## src/rtl/count_reg_if.sv

```systemverilog
`default_nettype none
// ============================================================================
//  Module   : count_reg_if
//  Brief    : CPU-side register interface of one counter channel. Decodes
//             control words, assembles 8/16-bit count values for the counting
//             element, and serves latched or live count reads byte by byte.
//  Revision : 1.0 - initial release
// ============================================================================
module count_reg_if (
   input  logic        clk,
   input  logic        rst,
   input  logic        wr,
   input  logic        rd,
   input  logic [1:0]  addr,
   input  logic [7:0]  din,
   input  logic [15:0] cur_count,
   output logic [7:0]  dout,
   output logic [7:0]  msb,
   output logic [7:0]  lsb,
   output logic        load,
   output logic [2:0]  mode,
   output logic        bcd,
   output logic        null_count
);

   localparam logic [1:0] c_ADDR_COUNT = 2'b00;
   localparam logic [1:0] c_ADDR_CTRL  = 2'b11;
   localparam logic [1:0] c_RW_LATCH   = 2'b00;
   localparam logic [1:0] c_RW_LSB     = 2'b01;
   localparam logic [1:0] c_RW_MSB     = 2'b10;
   localparam logic [1:0] c_RW_WORD    = 2'b11;

   // Architectural state (current / next)
   logic        configured_q, configured_d;
   logic [1:0]  rw_q,         rw_d;
   logic [2:0]  mode_q,       mode_d;
   logic        bcd_q,        bcd_d;
   logic        null_q,       null_d;
   logic        wptr_q,       wptr_d;   // 0 = next write is low byte
   logic        rptr_q,       rptr_d;   // 0 = next read is low byte
   logic        latched_q,    latched_d;
   logic [15:0] latch_q,      latch_d;
   logic [7:0]  pending_q,    pending_d;
   logic [7:0]  msb_q,        msb_d;
   logic [7:0]  lsb_q,        lsb_d;
   logic        load_q,       load_d;
   logic [7:0]  dout_q,       dout_d;

   // Access decode; a write always wins over a simultaneous read
   logic        w_wr_ctrl;
   logic        w_wr_cnt;
   logic        w_rd_cnt;
   logic [1:0]  w_sc;
   logic [1:0]  w_rw;
   logic [2:0]  w_m;
   logic [15:0] w_rd_src;
   logic        w_rd_hi;
   logic        w_rd_final;

   assign w_wr_ctrl  = wr && (addr == c_ADDR_CTRL);
   assign w_wr_cnt   = wr && (addr == c_ADDR_COUNT);
   assign w_rd_cnt   = !wr && rd && (addr == c_ADDR_COUNT);
   assign w_sc       = din[7:6];
   assign w_rw       = din[5:4];
   assign w_m        = din[3:1];
   assign w_rd_src   = latched_q ? latch_q : cur_count;
   assign w_rd_hi    = (rw_q == c_RW_MSB) || ((rw_q == c_RW_WORD) && rptr_q);
   // The last byte of a complete read: single-byte modes always, word mode on MSB
   assign w_rd_final = (rw_q != c_RW_WORD) || rptr_q;

   // Next-state decode for control words, count writes and count reads
   always_comb begin
      configured_d = configured_q;
      rw_d         = rw_q;
      mode_d       = mode_q;
      bcd_d        = bcd_q;
      null_d       = null_q;
      wptr_d       = wptr_q;
      rptr_d       = rptr_q;
      latched_d    = latched_q;
      latch_d      = latch_q;
      pending_d    = pending_q;
      msb_d        = msb_q;
      lsb_d        = lsb_q;
      load_d       = 1'b0;
      dout_d       = dout_q;

      if (w_wr_ctrl) begin
         if (w_sc == 2'b00) begin
            if (w_rw == c_RW_LATCH) begin
               // Counter-latch command: the first capture sticks until read out
               if (!latched_q) begin
                  latch_d   = cur_count;
                  latched_d = 1'b1;
               end
            end else begin
               rw_d         = w_rw;
               // Modes 6 and 7 alias to modes 2 and 3
               mode_d       = w_m[1] ? {1'b0, w_m[1:0]} : w_m;
               bcd_d        = din[0];
               configured_d = 1'b1;
               null_d       = 1'b1;
               wptr_d       = 1'b0;
               rptr_d       = 1'b0;
               latched_d    = 1'b0;
               pending_d    = 8'h00;
            end
         end
      end else if (w_wr_cnt) begin
         if (configured_q) begin
            case (rw_q)
               c_RW_LSB: begin
                  lsb_d  = din;
                  msb_d  = 8'h00;
                  load_d = 1'b1;
                  null_d = 1'b0;
               end
               c_RW_MSB: begin
                  msb_d  = din;
                  lsb_d  = 8'h00;
                  load_d = 1'b1;
                  null_d = 1'b0;
               end
               c_RW_WORD: begin
                  if (!wptr_q) begin
                     pending_d = din;
                     wptr_d    = 1'b1;
                  end else begin
                     lsb_d  = pending_q;
                     msb_d  = din;
                     load_d = 1'b1;
                     null_d = 1'b0;
                     wptr_d = 1'b0;
                  end
               end
               default: begin
                  // Unreachable once configured (RW=00 never stored)
               end
            endcase
         end
      end else if (w_rd_cnt) begin
         if (configured_q) begin
            dout_d = w_rd_hi ? w_rd_src[15:8] : w_rd_src[7:0];
            if (rw_q == c_RW_WORD) begin
               rptr_d = !rptr_q;
            end
            if (w_rd_final) begin
               latched_d = 1'b0;
               rptr_d    = 1'b0;
            end
         end else begin
            dout_d = 8'h00;
         end
      end
   end

   // State registers; reset discards pending bytes and latches immediately
   always_ff @(posedge clk or posedge rst) begin
      if (rst) begin
         configured_q <= 1'b0;
         rw_q         <= 2'b00;
         mode_q       <= 3'b000;
         bcd_q        <= 1'b0;
         null_q       <= 1'b0;
         wptr_q       <= 1'b0;
         rptr_q       <= 1'b0;
         latched_q    <= 1'b0;
         latch_q      <= 16'h0000;
         pending_q    <= 8'h00;
         msb_q        <= 8'h00;
         lsb_q        <= 8'h00;
         load_q       <= 1'b0;
         dout_q       <= 8'h00;
      end else begin
         configured_q <= configured_d;
         rw_q         <= rw_d;
         mode_q       <= mode_d;
         bcd_q        <= bcd_d;
         null_q       <= null_d;
         wptr_q       <= wptr_d;
         rptr_q       <= rptr_d;
         latched_q    <= latched_d;
         latch_q      <= latch_d;
         pending_q    <= pending_d;
         msb_q        <= msb_d;
         lsb_q        <= lsb_d;
         load_q       <= load_d;
         dout_q       <= dout_d;
      end
   end

   assign dout       = dout_q;
   assign msb        = msb_q;
   assign lsb        = lsb_q;
   assign load       = load_q;
   assign mode       = mode_q;
   assign bcd        = bcd_q;
   assign null_count = null_q;

endmodule
`default_nettype wire

```

## config.mk

```make
export PLATFORM = sky130hd
export DESIGN_NAME = count_reg_if
export DESIGN_NICKNAME = d
export VERILOG_FILES = /design/src/rtl/count_reg_if.sv
export SDC_FILE = /design/constraint.sdc
export NUM_CORES = 1
export LEC_CHECK = 0
export CELL_PAD_IN_SITES_DETAIL_PLACEMENT = 2
export CELL_PAD_IN_SITES_GLOBAL_PLACEMENT = 2
export CORE_MARGIN = 2
export CORE_UTILIZATION = 35
export DETAILED_ROUTE_END_ITERATION = 8
export PLACE_DENSITY = 0.94
export SLEW_MARGIN = 20
export SYNTH_ARGS = -nofsm -noshare
export SYNTH_HDL_FRONTEND = slang
export SYNTH_SLANG_ARGS = --single-unit
```

## constraint.sdc

```tcl
create_clock -name clk -period 4.3 [get_ports clk]
set_input_delay 1.075 -clock clk [delete_from_list [all_inputs] [get_ports clk]]
set_output_delay 1.075 -clock clk [all_outputs]
set_load 0.03 [all_outputs]
```

# Word level (Yosys, flattened, before mapping)
# Cells that the tools add are included.
# Widths: inputs -> output; s select.
# op_classes
eq_ne	11
n_mux	47
bitwise_logic	3
n_reduce_logical	30
# ops
op	count
$mux 8	11
$pmux 8 s3	2
$mux 1	30
$reduce_and 6->1	3
$mux 16	1
$reduce_and 5->1	3
$reduce_bool 2->1	5
$reduce_and 3->1	3
$reduce_bool 3->1	3
$ne 2x2->1 const B	4
$eq 2x2->1 const B	3
$logic_not 2->1	3
$logic_and 1x1->1	5
$ne 2x1->1 const B	2
$pmux 1 s2	2
$mux 3	1
$ne 3x3->1 const B	1
$not 1->1	3
$eq 2x1->1 const B	1
$logic_not 1->1	2
$logic_or 1x1->1	2
$reduce_or 2->1	1
# totals
ff_bits	60
input_bits	30
output_inout_bits	30
wordCells	105

# Depth between registers and ports, before layout
# logic_depth
ltp_word	7
mapped_depth	8

# Least setup slack after synthesis
# No wires, ideal clock.
# synth_timing
path_type	input-to-reg
start	in addr[1]
end	reg rptr_q
setup_time_ps	118
t_arrival_ps	2298
required_time_ps	4182
slack_ps	1884
cell_stages	6
path_buffers	2
path_cell_list	or4b_2 > buf_2 > nor2_1 > buf_4 > nand3b_1 > nand2_1
# synth_between
elab_chain_len	4
# synth_lines
element	line	rtl
from (decl)	14	input logic [1:0] addr,
$eq 2x2->1 or $logic_not 2->1 (tied branches)	60, 61, 62	
$logic_and 1x1->1, on equally long branches	60, 61, 62	
$ne 2x2->1 (no source line), or another cell as far along	-	
$reduce_and 6->1 (no source line)	-	
to (signal assigned)	181	rptr_q <= rptr_d;
to (decl)	40	logic rptr_q, rptr_d;
# Parallel ways exist; a longest one is shown, timed or not.
# A chain may end at the register's enable or synchronous reset.

# Final worst setup path
# layout_timing
start	in wr
end	reg latch_q[8]
# layout_between
elab_chain_len	2
# layout_lines
element	line	rtl
from (decl)	12	input logic wr,
$logic_and 1x1->1	60	assign w_wr_ctrl = wr && (addr == c_ADDR_CTRL);
$reduce_and 3->1 (no source line)	-	
to (signal assigned)	183	latch_q <= latch_d;
to (decl)	42	logic [15:0] latch_q, latch_d;
# No other way between the ends.

==> reports/qor.csv <==
stage;metric;value;unit
final_layout;final net count;300;
final_layout;fillers;759;
logic_synthesis;post-synthesis xor/xnor area fraction;0;%
logic_synthesis;Compound-Gate Fraction of Synth Area;13.7;%
worst_setup_path;Worst path max stage delay;0.73;ns
sta;Final Cycle Share;70.0;%
logic_synthesis;cell with the most instances after synthesis;dfrtp_1;
place;PortBufs;59;
cts;CTS resizes;0;
logic_synthesis;Synth Area in Simple Gates;9.84;%
power;worst vdd ir;0.209;mV
die;Die Y;91.1;microns
global_routing;largest net degree at the start of global routing;38;
sta;final setup TNS;0;ns
final_layout;multi-input logic area;1070;sq um
sta;Final Hold Fails;0;
global_routing;met3 Resource Use GR;4.23;%
global_routing;number of antenna violations at the first check in global routing;0;
sta;RSZ-0062 raised after global routing;false;
cts;clk_lat worst skew;0.34;ns
logic_synthesis;post-synthesis register bit count;60;
worst_setup_path;WP data required;4.52;ns
route;vias per cell;5.26;
cts;clk sinks;60;
worst_setup_path;FF-to-FF path depth;4;
logic_synthesis;mux contribution to synthesized area;15.2;%
worst_setup_path;worst path bufs/invs;1;
route;first drt pass iteration count;4;
route;Routed WL per cell;18.7;microns
place;post-DP HPWL;4970;microns
worst_setup_path;crit path max fanout;16;
worst_setup_path;critical path arrival;3.23;ns
logic_synthesis;sequential-to-total area share from yosys stat;56.5;%
worst_hold_path;min-delay worst type;flop to flop;
worst_setup_path;reg-to-reg endpoint;lsb[1];
die;Die W;91.1;microns
sta;minimum clock period;3.01;ns
cts;TritonCTS clock tree;yes;
worst_setup_path;crit path to;latch_q[8];
sta;Final Skew;0.00828;ns
logic_synthesis;syn_nets;242;
cts;total clock buffers created by CTS;9;
sta;Worst Max-Slew Pin Slew;0.874;ns
sta;worst relative slew slack;41.8;%
logic_synthesis;Synth Cell Area;2660;sq um
cts;postcts setup bufs;0;
cts;H-Tree Depth;3;
die;I/O pin count;60;
logic_synthesis;asr flop ratio synth;100;%
final_layout;area grow syn2layout;31.9;%
die;core area;7290;sq um
route;Starting DRT DRC Count;45;
worst_setup_path;Crit path depth;5;
final_layout;layout cell share with drive strength beyond 1;19.1;%
final_layout;Reg area;1500;sq um
worst_setup_path;kind of critical path;primary input to flop;
outcome;status;finished clean;
logic_synthesis;largest cells by area after synthesis;dfrtp_1, mux2_2, mux4_2, a22o_1, nand2_1;
logic_synthesis;Mapped Cells;209;
cts;Worst-path clk slew;0.07;ns
cts;CTS max path bufs;2;
final_layout;Antenna diodes;0;
worst_hold_path;Hold Path Stages;2;
sta;Max Slew Vio Count;0;
die;Core Rows;31;
worst_setup_path;CP startpoint kind;primary input;
power;P_leak;1.52;nW
worst_setup_path;Critical path origin;wr;
logic_synthesis;EDFF count, synth;0;
logic_synthesis;Commonest cells post-synth;dfrtp_1, nand2_1, a22o_1, mux2_2, o21ai_0;
global_routing;gr usage total;17.9;%
global_routing;grt ovf;0;
route;Final ANT Viol Nets;0;
route;DRC Markers;0;
route;vias;1952;
logic_synthesis;top cell type's share of synthesized area;56.5;%
logic_synthesis;Synth Area in Adders;1.41;%
worst_setup_path;kind of cell adding the most delay to the critical path;simple AND/OR/NAND/NOR gates;
power;Pwr Density;531;nW/um^2
place;Placer Congestion;0.709;
logic_synthesis;synth warn;0;
flow_run;Max Cap Viol;0;
die;Initial Util;36.4;%
global_routing;met1 Track Usage GR;21.8;%
global_routing;met2 usage;31.1;%
sta;# setup viols final;0;
sta;Max Clk Rate;332;MHz
global_routing;first-pass GRT wire length;11400;microns
die;die area;8310;sq um
worst_setup_path;worst r2r src;rw_q[1];
global_routing;vias in the first global route;2176;
final_layout;final instance area;3510;sq um
logic_synthesis;main combinational cell family by area after synthesis;multiplexers;
worst_setup_path;R2R Setup Slk;1.81;ns
route;Routed Wire Length;6930;microns
cts;Root Driver;clkbuf_8;
place;Post-DP Area;3310;sq um
logic_synthesis;post-synth cell types;36;
worst_setup_path;critical path's slowest cell;and3b_1;
logic_synthesis;mean area per synthesized cell;12.7;sq um
worst_setup_path;Cell Chain, Critical Path;clkdlybuf4s50_1 > nand3_2 > nor3_2 > and3b_1 > mux2_2;
cts;Post-CTS Hold Fix Bufs;0;
worst_setup_path;CP endpoint kind;flop;
logic_synthesis;ys flop type;dfrtp_1;
global_routing;grt peak-use layer;met2;
logic_synthesis;post-synth top area cell;dfrtp_1;
-- cells in the final DEF (no fill, tap or decap), types with 2 or more instances in the layout --
cell              n
mux2_2           19
clkinv_2          2
mux4_2            8
clkinvlp_4        2
nor2_1            3
inv_1             3
buf_4             2
a22oi_1           8
clkdlybuf4s50_1  59
nand2_1          30
dfrtp_1          60
o21ai_0          19
clkbuf_8          9
ha_1              3
a22o_1           19
nand3b_1          2
-- worst min-delay path, stage by stage (launching register included) --
cell and delay (ns):
dfrtp_1 0.35, nand2_1 0.05, o21ai_0 0.06
-- layer usage --
| layer | up-vias | part of all wire, % |
|---|---|---|
| met5 | - | 0 |
| met4 | 0 | 1.3 |
| met3 | 8 | 3.8 |
| met2 | 52 | 52 |
| met1 | 1012 | 43 |
| li1 | 880 | - |
-- sequential cells by signal, indices dropped and copies added, names as in the netlist, 2 cells and up --
register,count
msb,8
dout,8
pending_q,8
mode,3
rw_q,2
lsb,8
latch_q,16
-- stage by stage --
stage / hold WS [ns] / power [mW] / setup slack (ns) / instances / utilization [%]
floorplan: 0.440 / 1.10 / 1.74 / 209 / -
global placement: 0.461 / 1.34 / 1.06 / 355 / 45.5
detailed placement: 0.478 / 1.38 / 0.940 / 355 / 45.5
CTS: 0.492 / 1.89 / 1.30 / 371 / 48.1
global route: 0.517 / 1.96 / 1.17 / 371 / 48.1
finish: 0.488 / 1.86 / 1.29 / 371 / 48.1
-- area by class of cell --
class / count / area share (%)
clock buffer: 10 / 3.64
clock inverter: 6 / 1.82
inverter: 4 / 0.428
multi-input combinational: 131 / 30.5
sequential: 60 / 42.8
tap: 99 / 3.53
timing repair buffer: 61 / 17.3
-- power breakdown --
part,switching [mW],internal (mW)
registers,0.0729,0.675
logic,0.338,0.275
clock network,0.233,0.267
-- kinds of logic (layout without fill, tap and decap cells) --
family,Yosys count,after routing
flip-flops,60,60
AO/OA/AOI/OAI,50,50
AND/OR/NAND/NOR,50,50
multiplexers,28,28
buffers and inverters,18,81
adder cells (fa/ha/maj),3,3
-- how the worst min path moves through the flow --
| stage | startpoint | end |
|---|---|---|
| 2_1_floorplan | configured_q | configured_q |
| 3_3_place_gp | configured_q | configured_q |
| 3_5_place_dp | msb[6] | msb[6] |
| 4_1_cts | msb[6] | msb[6] |
| 5_1_grt | configured_q | configured_q |
| 6_report | msb[6] | msb[6] |
No activity file was read; power rests on OpenSTA's default activity.
